==> config.mk <==
export PLATFORM = sky130hd
export DESIGN_NAME = div_arbiter
export DESIGN_NICKNAME = d
export VERILOG_FILES = /design/src/rtl/div_pkg.sv /design/src/rtl/rr_pick.sv /design/src/rtl/div_arbiter.sv
export SDC_FILE = /design/constraint.sdc
export NUM_CORES = 1
export LEC_CHECK = 0
export BUFFER_PORTS_ARGS = -buffer_cell sky130_fd_sc_hd__buf_4
export CAP_MARGIN = 0
export CORE_ASPECT_RATIO = 0.5
export CORE_UTILIZATION = 49
export DETAILED_ROUTE_END_ITERATION = 8
export PLACE_DENSITY = 0.87
export SYNTH_ARGS = -nofsm -noshare
export SYNTH_HDL_FRONTEND = slang
export SYNTH_HIERARCHICAL = 1
export SYNTH_SLANG_ARGS = --single-unit
==> constraint.sdc <==
create_clock -name clk -period 4.5 [get_ports clk]
set_input_delay 0.225 -clock clk [delete_from_list [all_inputs] [get_ports clk]]
set_output_delay 0.225 -clock clk [all_outputs]
set_load 0.01 [all_outputs]
==> src/rtl/div_pkg.sv <==
// -----------------------------------------------------------------------------
// div_pkg
// Shared definitions for the divider arbiter slice:
//   - default operand width, requester count and watchdog limit
//   - FSM state encoding used by div_arbiter
//   - idxWidth(): bit width needed to index a requester vector
// -----------------------------------------------------------------------------
package div_pkg;

   // Default operand/quotient width in bits (two's complement)
   localparam int DefN = 16;

   // Default number of requesters sharing the divider
   localparam int DefNReq = 4;

   // Default maximum number of cycles spent waiting for the divider
   localparam int DefTimeout = 64;

   // One transaction at a time: accept, start the divider, wait, respond
   typedef enum logic [1:0] {
      IDLE  = 2'd0,
      ISSUE = 2'd1,
      WAIT  = 2'd2,
      RESP  = 2'd3
   } state_e;

   // Width of an index into a vector of n requesters (at least one bit)
   function automatic int idxWidth(input int n);
      return (n > 1) ? $clog2(n) : 1;
   endfunction

endpackage

==> src/rtl/rr_pick.sv <==
// -----------------------------------------------------------------------------
// rr_pick
// Round-robin picker: returns the first set request bit at or after the
// pointer, wrapping around modulo NREQ.
//
// Ports:
//   req_i    in  NREQ  request vector
//   ptr_i    in  IW    search start position (0..NREQ-1)
//   grant_o  out NREQ  one-hot grant (all zero when no request)
//   idx_o    out IW    index of the granted bit (0 when no request)
//   any_o    out 1     at least one request bit is set
// -----------------------------------------------------------------------------
module rr_pick
   import div_pkg::*;
#(
   parameter int NREQ = DefNReq,
   parameter int IW   = idxWidth(DefNReq)
) (
   input  logic [NREQ-1:0] req_i,
   input  logic [IW-1:0]   ptr_i,
   output logic [NREQ-1:0] grant_o,
   output logic [IW-1:0]   idx_o,
   output logic            any_o
);

   // Walk the request vector starting at the pointer. The candidate position
   // is folded back into range by a single subtraction, which is enough
   // because the pointer itself is always below NREQ. The first hit wins and
   // later hits are masked by any_o.
   always_comb begin
      int          cand;
      logic [IW-1:0] candIdx;
      grant_o = '0;
      idx_o   = '0;
      any_o   = 1'b0;
      cand    = 0;
      candIdx = '0;
      for (int off = 0; off < NREQ; off++) begin
         cand = int'(ptr_i) + off;
         if (cand >= NREQ) begin
            cand = cand - NREQ;
         end
         candIdx = IW'(cand);
         if (!any_o && req_i[candIdx]) begin
            any_o            = 1'b1;
            idx_o            = candIdx;
            grant_o[candIdx] = 1'b1;
         end
      end
   end

endmodule

==> src/rtl/div_arbiter.sv <==
// -----------------------------------------------------------------------------
// div_arbiter
// Shares one external divider between NREQ requesters. Requests are granted
// round-robin, one transaction at a time. Each transaction is accepted in
// IDLE, issued to the divider with a one-cycle start pulse, waited on under
// a watchdog, and answered with a one-cycle response strobe to the requester
// that was granted.
//
// Ports:
//   clk           in   1       clock, all state on rising edge
//   rst           in   1       asynchronous active-high reset
//   req_valid     in   NREQ    per-requester request, held until accepted
//   req_dividend  in   NREQ*N  packed dividends, slice i for requester i
//   req_divisor   in   NREQ*N  packed divisors, slice i for requester i
//   req_ready     out  NREQ    one-hot acceptance (operands captured now)
//   rsp_valid     out  NREQ    one-hot one-cycle result strobe
//   rsp_quotient  out  N       result, zero when no rsp_valid bit is set
//   rsp_err       out  1       watchdog expired, qualified by rsp_valid
//   div_start     out  1       one-cycle start pulse to the divider
//   div_dividend  out  N       divider operand, held through the operation
//   div_divisor   out  N       divider operand, held through the operation
//   div_busy      in   1       divider status (informational only)
//   div_done      in   1       divider result strobe
//   div_quotient  in   N       divider result
// -----------------------------------------------------------------------------
module div_arbiter
   import div_pkg::*;
#(
   parameter int N       = DefN,
   parameter int NREQ    = DefNReq,
   parameter int TIMEOUT = DefTimeout
) (
   input  logic             clk,
   input  logic             rst,
   input  logic [NREQ-1:0]  req_valid,
   input  logic [NREQ*N-1:0] req_dividend,
   input  logic [NREQ*N-1:0] req_divisor,
   output logic [NREQ-1:0]  req_ready,
   output logic [NREQ-1:0]  rsp_valid,
   output logic [N-1:0]     rsp_quotient,
   output logic             rsp_err,
   output logic             div_start,
   output logic [N-1:0]     div_dividend,
   output logic [N-1:0]     div_divisor,
   input  logic             div_busy,
   input  logic             div_done,
   input  logic [N-1:0]     div_quotient
);

   localparam int IW = idxWidth(NREQ);
   localparam int WW = $clog2(TIMEOUT + 1);

   // Watchdog value seen on the last WAIT cycle before giving up
   localparam logic [WW-1:0] WdogLast = WW'(TIMEOUT - 1);

   localparam logic [IW-1:0] LastIdx = IW'(NREQ - 1);

   state_e        state_q,    state_d;
   logic [IW-1:0] rrPtr_q,    rrPtr_d;
   logic [IW-1:0] grantIdx_q, grantIdx_d;
   logic [N-1:0]  dividend_q, dividend_d;
   logic [N-1:0]  divisor_q,  divisor_d;
   logic [N-1:0]  quot_q,     quot_d;
   logic          err_q,      err_d;
   logic [WW-1:0] wdog_q,     wdog_d;

   logic [NREQ-1:0] pickGrant;
   logic [IW-1:0]   pickIdx;
   logic            pickAny;

   // The divider's busy flag is part of the interface but the handshake is
   // fully described by div_start/div_done, so it does not steer the FSM.
   logic unusedBusy;
   assign unusedBusy = div_busy;

   // Round-robin choice among the currently valid requesters
   rr_pick #(
      .NREQ (NREQ),
      .IW   (IW)
   ) uPick (
      .req_i   (req_valid),
      .ptr_i   (rrPtr_q),
      .grant_o (pickGrant),
      .idx_o   (pickIdx),
      .any_o   (pickAny)
   );

   // Operands go to the divider straight from the capture registers, so they
   // stay stable from the start pulse until the divider answers.
   assign div_dividend = dividend_q;
   assign div_divisor  = divisor_q;

   // State register and datapath registers. Reset abandons any transaction
   // in flight without a response and restarts arbitration at requester 0.
   always_ff @(posedge clk or posedge rst) begin
      if (rst) begin
         state_q    <= IDLE;
         rrPtr_q    <= '0;
         grantIdx_q <= '0;
         dividend_q <= '0;
         divisor_q  <= '0;
         quot_q     <= '0;
         err_q      <= 1'b0;
         wdog_q     <= '0;
      end else begin
         state_q    <= state_d;
         rrPtr_q    <= rrPtr_d;
         grantIdx_q <= grantIdx_d;
         dividend_q <= dividend_d;
         divisor_q  <= divisor_d;
         quot_q     <= quot_d;
         err_q      <= err_d;
         wdog_q     <= wdog_d;
      end
   end

   // Next-state and output logic. Outputs default to zero so the response
   // bus is quiet outside RESP and the start pulse lasts a single cycle.
   // Acceptance is suppressed while reset is asserted, because req_ready is
   // combinational and would otherwise follow req_valid during reset.
   always_comb begin
      state_d      = state_q;
      rrPtr_d      = rrPtr_q;
      grantIdx_d   = grantIdx_q;
      dividend_d   = dividend_q;
      divisor_d    = divisor_q;
      quot_d       = quot_q;
      err_d        = err_q;
      wdog_d       = wdog_q;
      req_ready    = '0;
      rsp_valid    = '0;
      rsp_quotient = '0;
      rsp_err      = 1'b0;
      div_start    = 1'b0;

      case (state_q)
         IDLE: begin
            if (pickAny && !rst) begin
               req_ready  = pickGrant;
               grantIdx_d = pickIdx;
               for (int i = 0; i < NREQ; i++) begin
                  if (pickIdx == IW'(i)) begin
                     dividend_d = req_dividend[i*N +: N];
                     divisor_d  = req_divisor[i*N +: N];
                  end
               end
               state_d = ISSUE;
            end
         end

         ISSUE: begin
            div_start = 1'b1;
            wdog_d    = '0;
            state_d   = WAIT;
         end

         WAIT: begin
            if (div_done) begin
               quot_d  = div_quotient;
               err_d   = 1'b0;
               state_d = RESP;
            end else if (wdog_q == WdogLast) begin
               quot_d  = '0;
               err_d   = 1'b1;
               state_d = RESP;
            end else begin
               wdog_d = wdog_q + 1'b1;
            end
         end

         RESP: begin
            rsp_valid[grantIdx_q] = 1'b1;
            rsp_quotient          = quot_q;
            rsp_err               = err_q;
            rrPtr_d               = (grantIdx_q == LastIdx) ? '0 : grantIdx_q + 1'b1;
            state_d               = IDLE;
         end

         default: begin
            state_d = IDLE;
         end
      endcase
   end

endmodule

* Word level (Yosys, flattened, before mapping)
Index checks and enable logic that the tools add are counted.
** Word-level totals
- Register bits :: 62
- Bits of input ports :: 152
- Output and inout bits :: 58
- Word-level logic and storage cells :: 129
** Operators by class
- Reduce and logical (&&, ||, !) cells :: 23
- Equal/unequal tests :: 12
- Add/sub/neg operators :: 9
- $lt $le $gt $ge :: 14
- Bitwise gates (word level) :: 3
- Multiplexer cells :: 60
** Operator list (count)
- two-way mux 16 bit :: 11
- two-way mux 4 bit :: 7
- two-way mux 2 bit :: 12
- two-way mux 1 bit :: 17
- less-than comparator 2 x 3 -> 1 bit, second input constant :: 5
- two-way mux 7 bit :: 2
- case mux 7 bit (2 select lines) :: 1
- bitwise OR 4 bit :: 3
- demux 1 bit (select 2 bit) :: 5
- equality test 2 bit, second input constant :: 5
- greater-or-equal comparator 2 x 1 -> 1 bit, second input constant :: 5
- greater-or-equal comparator 3 bit, second input constant :: 3
- logical AND 1 bit :: 9
- binary-select mux 1 bit (select 2 bit) :: 4
- case mux 2 bit (4 select lines) :: 1
- subtractor 2 x 1 -> 2 bit, second input constant :: 4
- adder 7 x 1 -> 7 bit, second input constant :: 1
- equality test 7 x 6 -> 1 bit, second input constant :: 1
- adder 2 x 2 -> 3 bit, second input constant :: 2
- inequality test 2 bit, second input constant :: 3
- AND reduction 2 bit :: 3
- AND reduction 3 bit :: 2
- equality test 2 x 1 -> 1 bit, second input constant :: 2
- logical NOT 1 bit :: 4
- 7 further kinds :: 9

* Depth between registers and ports, before layout
- Depth in word-level cells :: 19
- Mapped depth :: 12

* By module
Netlist, hierarchy kept.
** By module, submodules not included
- div_arbiter :: area each 3573.4 um2, cells an instance 254, sequential area each 1551.5 um2, instances 1
- rr_pick :: area each 419.2 um2, cells an instance 45, sequential area each 0.0 um2, instances 1

* Least setup slack after synthesis
OpenSTA, ideal clock, no wires.
- Path type :: reg-to-reg
- From :: register rrPtr_q[0]
- To :: register dividend_q[10], in the netlist div_dividend[10]
- Setup slack :: 1.527 ns
- Data required time :: 4.375 ns
- Period minus slack after synthesis :: 2.973 ns
- Library setup time :: 0.125 ns
- Path buffers :: 4
- Stages on the path, launching flop included :: 13
- Arrival time :: 2.849 ns
- Cells stage by stage :: dfrtp_1 buf_6 inv_1 ha_1 mux4_2 buf_6 and2b_2 o21ai_0 o31ai_1 buf_6 buf_12 mux4_2 mux2_2
** Between the ends
- Longest elaborated chain between the ends :: 18
- Elaborated cells between the ends (all ways) :: 47
** Ends and longest elaborated chain
- start, declared :: line div_arbiter.sv:59 : logic [IW-1:0] rrPtr_q, rrPtr_d;
- start signal, assigned :: line div_arbiter.sv:107 : rrPtr_q <= rrPtr_d;
- branches (longest 13 deep; another with adder 2 x 1 -> 3 bit)
- two-way mux 2 bit * :: line rr_pick.sv:44 : if (!any_o && req_i[candIdx]) begin
- net pickIdx[0] :: line div_arbiter.sv:68 : logic [IW-1:0] pickIdx;
- equality test 2 x 1 -> 1 bit :: line div_arbiter.sv:142 : if (pickIdx == IW'(i)) begin
- two-way mux 16 bit (3 in a row) :: line div_arbiter.sv:142
- end signal, assigned :: line div_arbiter.sv:109 : dividend_q <= dividend_d;
- end, declared :: line div_arbiter.sv:61 : logic [N-1:0] dividend_q, dividend_d;
Mark *: on every way through the listed nets, which the timed path passes. The select of a mux whose other input is x is not followed.
A chain may end at the register's enable or synchronous reset.

* Final worst setup path
- From :: register rrPtr_q[1]
- To :: register dividend_q[2], in the netlist div_dividend[2]
The elaborated chain is that of the path after synthesis.

==> results by group <==
Run status
  – Status: finished, final reports clean

Power and ir drop
  – Switch share: around 36%
  – Sequential cell fraction of total power: around 24%
  – Peak VDD IR: around 420 uV
  – PwrDens: roughly 700 nW/um^2
  – Leak: 0.00284 uW
  – Clock share of power: between 10% and 20%
  – P_sw: approximately 1500 uW
  – Cell-internal power: around 2600 uW
  – Gate power share: just under 60%
  – Power Total: 4140 uW

Yosys
  – Predominant post-synthesis flop cell: dfrtp_1
  – Cell Area, Synth: 3990 um^2
  – Sequential cell area fraction in the yosys report: between 30% and 40%
  – Synth top area share: around 39%
  – Most common cell in the netlist: dfrtp_1
  – Mean Syn Cell Area: 13.4 um^2
  – Synthesized net count: 465
  – Ys Warns: 6
  – EDFF count, synth: 0
  – Yosys cell types: 42
  – Synth area leaders: dfrtp_1 39%, mux4_2 17%, mux2_2 11%
  – #FFs+latches synth: 62
  – Top post-synthesis cells by count: 62 x dfrtp_1, 39 x mux2_2, 31 x mux4_2
  – Cells after Synth: about 300
  – Biggest area consumer among synthesized cells: dfrtp_1
  – Fraction of registers with async set/reset: 100%

Final layout
  – Post-route core utilization: between 70 and 80%
  – Share of post-route cells with drive strength above 1: just over 60%
  – Layout area overhead: 47.0%
  – Cell Count, Final, Fillers Out: roughly 600
  – Nets: 666
  – ANT cells: 0
  – # fillers: 503

Placement
  – Hpwl dp: slightly above 8000 um
  – Number of port buffers: between 200 and 250
  – Pre-CTS setup slack: 0.734 ns
  – Placed insts: 597
  – GP Congestion: 0.772

Global route
  – Global Route Usage Sum: about a quarter
  – Grt ovf: 0
  – Vias in the first global route: 3383
  – First-pass GRT wire length: roughly 17000 um
  – Initial antenna violation count: 0
  – Pin count of the biggest net entering global routing: between 60 and 70

Die
  – Core Area: 7600 um^2
  – Starting Density: approximately 53%
  – Die X: between 100 and 150 um
  – IO Pins: 210
  – Die Span Y: around 66 um
  – Die area: between 8000 and 9000 um^2
  – FP Rows: 22

Worst setup path
  – Worst EP required: about 4.7 ns
  – CP Class: reg -> reg
  – Worst Setup Start Kind: register
  – Crit path DAT: 4.06 ns
  – Worst setup EP type: register
  – Crit path max fanout: 18

Clock network
  – # hold bufs at CTS: 0
  – Clock Latency Late Sink: roughly 0.33 ns
  – Postcts setup bufs: 0
  – Clock root buffer: clkbuf_16
  – Clock transition at path regs: 0.06 ns
  – CTS tree: yes
  – Clock Sinks: 62
  – CTS Buffer Depth: 2
  – CTS buffer count: 9
  – H-tree depth: 3
  – Post-cts sizing count: 0

Drt
  – WL/cell: 17.9 um
  – DRT antenna net count: 0
  – TritonRoute pass-1 iters: 4
  – Final WL: roughly 11000 um
  – DR vias/cell: 5.45
  – DR vias: about 3.3k
  – DRC viols: 0
  – DRT iter0 DRCs: about 170

Timing
  – Final setup margin: between 0.6 and 0.7 ns
  – Max Clock Skew: 0.00426 ns
  – Final Max Slew Viols: 0
  – Final setup fails: 0
  – Total negative setup slack: 0 ns
  – Fin crit period: slightly below 4 ns
  – Hold Vio Cnt, Final: 0
  – Fin crit share: between 80% and 90%
  – Worst-margin pin slew: 1.05 ns
  – Fmax: around 260 MHz
  – Relative slew slack: between 20% and 30%
  – RSZ-0062 raised after global routing: no

Job
  – Max-Cap Viols: 0

Worst hold path
  – Hold/Removal Path Class: in -> reg
==> stage by stage <==
stage          hold WS [ns]  area, um^2
2_1_floorplan         0.365        3990
3_3_place_gp          0.448        5570
3_5_place_dp          0.455        5570
4_1_cts               0.106        5870
5_1_grt               0.110        5870
6_report              0.120        5870
==> power by group through the flow <==
stage,sequential [uW],clock (uW),combinational (uW)
floorplan,1030,0,1810
global placement,989,0,2400
detailed placement,1010,0,2460
CTS,1000,699,2480
global route,1040,724,2650
finish,1000,686,2450
==> layout make-up <==
type	instances	area, um^2	area share [%]
Sequential cell	62	1550	26.4
Timing Repair Buffer	213	1600	27.2
Clock buffer	9	225	3.84
Tap cell	108	135	2.30
Inverter	13	48.8	0.832
Clock inverter	7	73.8	1.26
Multi-Input combinational cell	201	2230	38.1
==> logic make-up (layout without fill, tap and decap cells) <==
group | Yosys count | count (layout) | synth area share, %
buffers and inverters | 36 | 242 | 5.64
XOR/XNOR | 2 | 2 | 0.439
flip-flops | 62 | 62 | 38.9
AND/OR/NAND/NOR | 62 | 62 | 9.46
multiplexers | 77 | 77 | 32.3
adder cells (fa/ha/maj) | 14 | 14 | 4.39
AO/OA/AOI/OAI | 46 | 46 | 8.93
==> worst paths after layout <==
kind | startpoint | to | slack (ns) | cells after the start
max | rrPtr_q[1] | div_dividend[2] | 0.65 | 8
max reg2reg | rrPtr_q[1] | div_dividend[2] | 0.65 | 8
min reg2reg | quot_q[7] | quot_q[7] | 0.49 | 1
min | div_quotient[14] | quot_q[14] | 0.12 | 2
max in group asynchronous | rst | div_dividend[11] | 3.82 | 3
min in group asynchronous | rst | wdog_q[0] | 0.16 | 3
==> worst max-delay path: stages, from the launching register on <==
cell	delay, ns
dfrtp_1	0.55
inv_1	0.14
ha_1	0.38
mux4_2	0.45
o311ai_0	0.45
a32o_1	0.75
buf_4	0.40
mux4_2	0.34
mux2_2	0.27
==> cell usage in the layout, fill, tap and decap left out, types with 2 or more instances in the layout <==
cell       Yosys  routed
a21o_1         2       2
a21oi_1        4       4
a22o_1        16      16
a22oi_1        9       9
and2_1        22      22
buf_4          0     213
clkbuf_16      0       9
clkinv_2       0       2
clkinv_4       0       2
dfrtp_1       62      62
ha_1          14      14
inv_1         13      12
mux2_2        39      39
mux2i_1        2       2
mux4_1         5       5
mux4_2        31      31
nand2_1        9       9
nand2b_1       3       3
nor2_1        11      11
nor2b_1        2       2
nor3b_1        3       3
o211ai_1       3       3
o21ai_0        5       5
xor2_1         2       2
==> routing by layer <==
metal  wire length, um  global-route usage (%)
met5                 0                       0
met3               571                    6.55
met4               190                    9.30
met2              5840                    47.2
met1              4350                    32.3
==> registers in the layout, summed over array words and instances (netlist names) <==
| register | cells |
|---|---|
| div_divisor | 16 |
| state_q | 2 |
| div_dividend | 16 |
| rrPtr_q | 2 |
| wdog_q | 7 |
| err_q | 1 |
| quot_q | 16 |
| grantIdx_q | 2 |
Power figures use the tool's default switching activity.
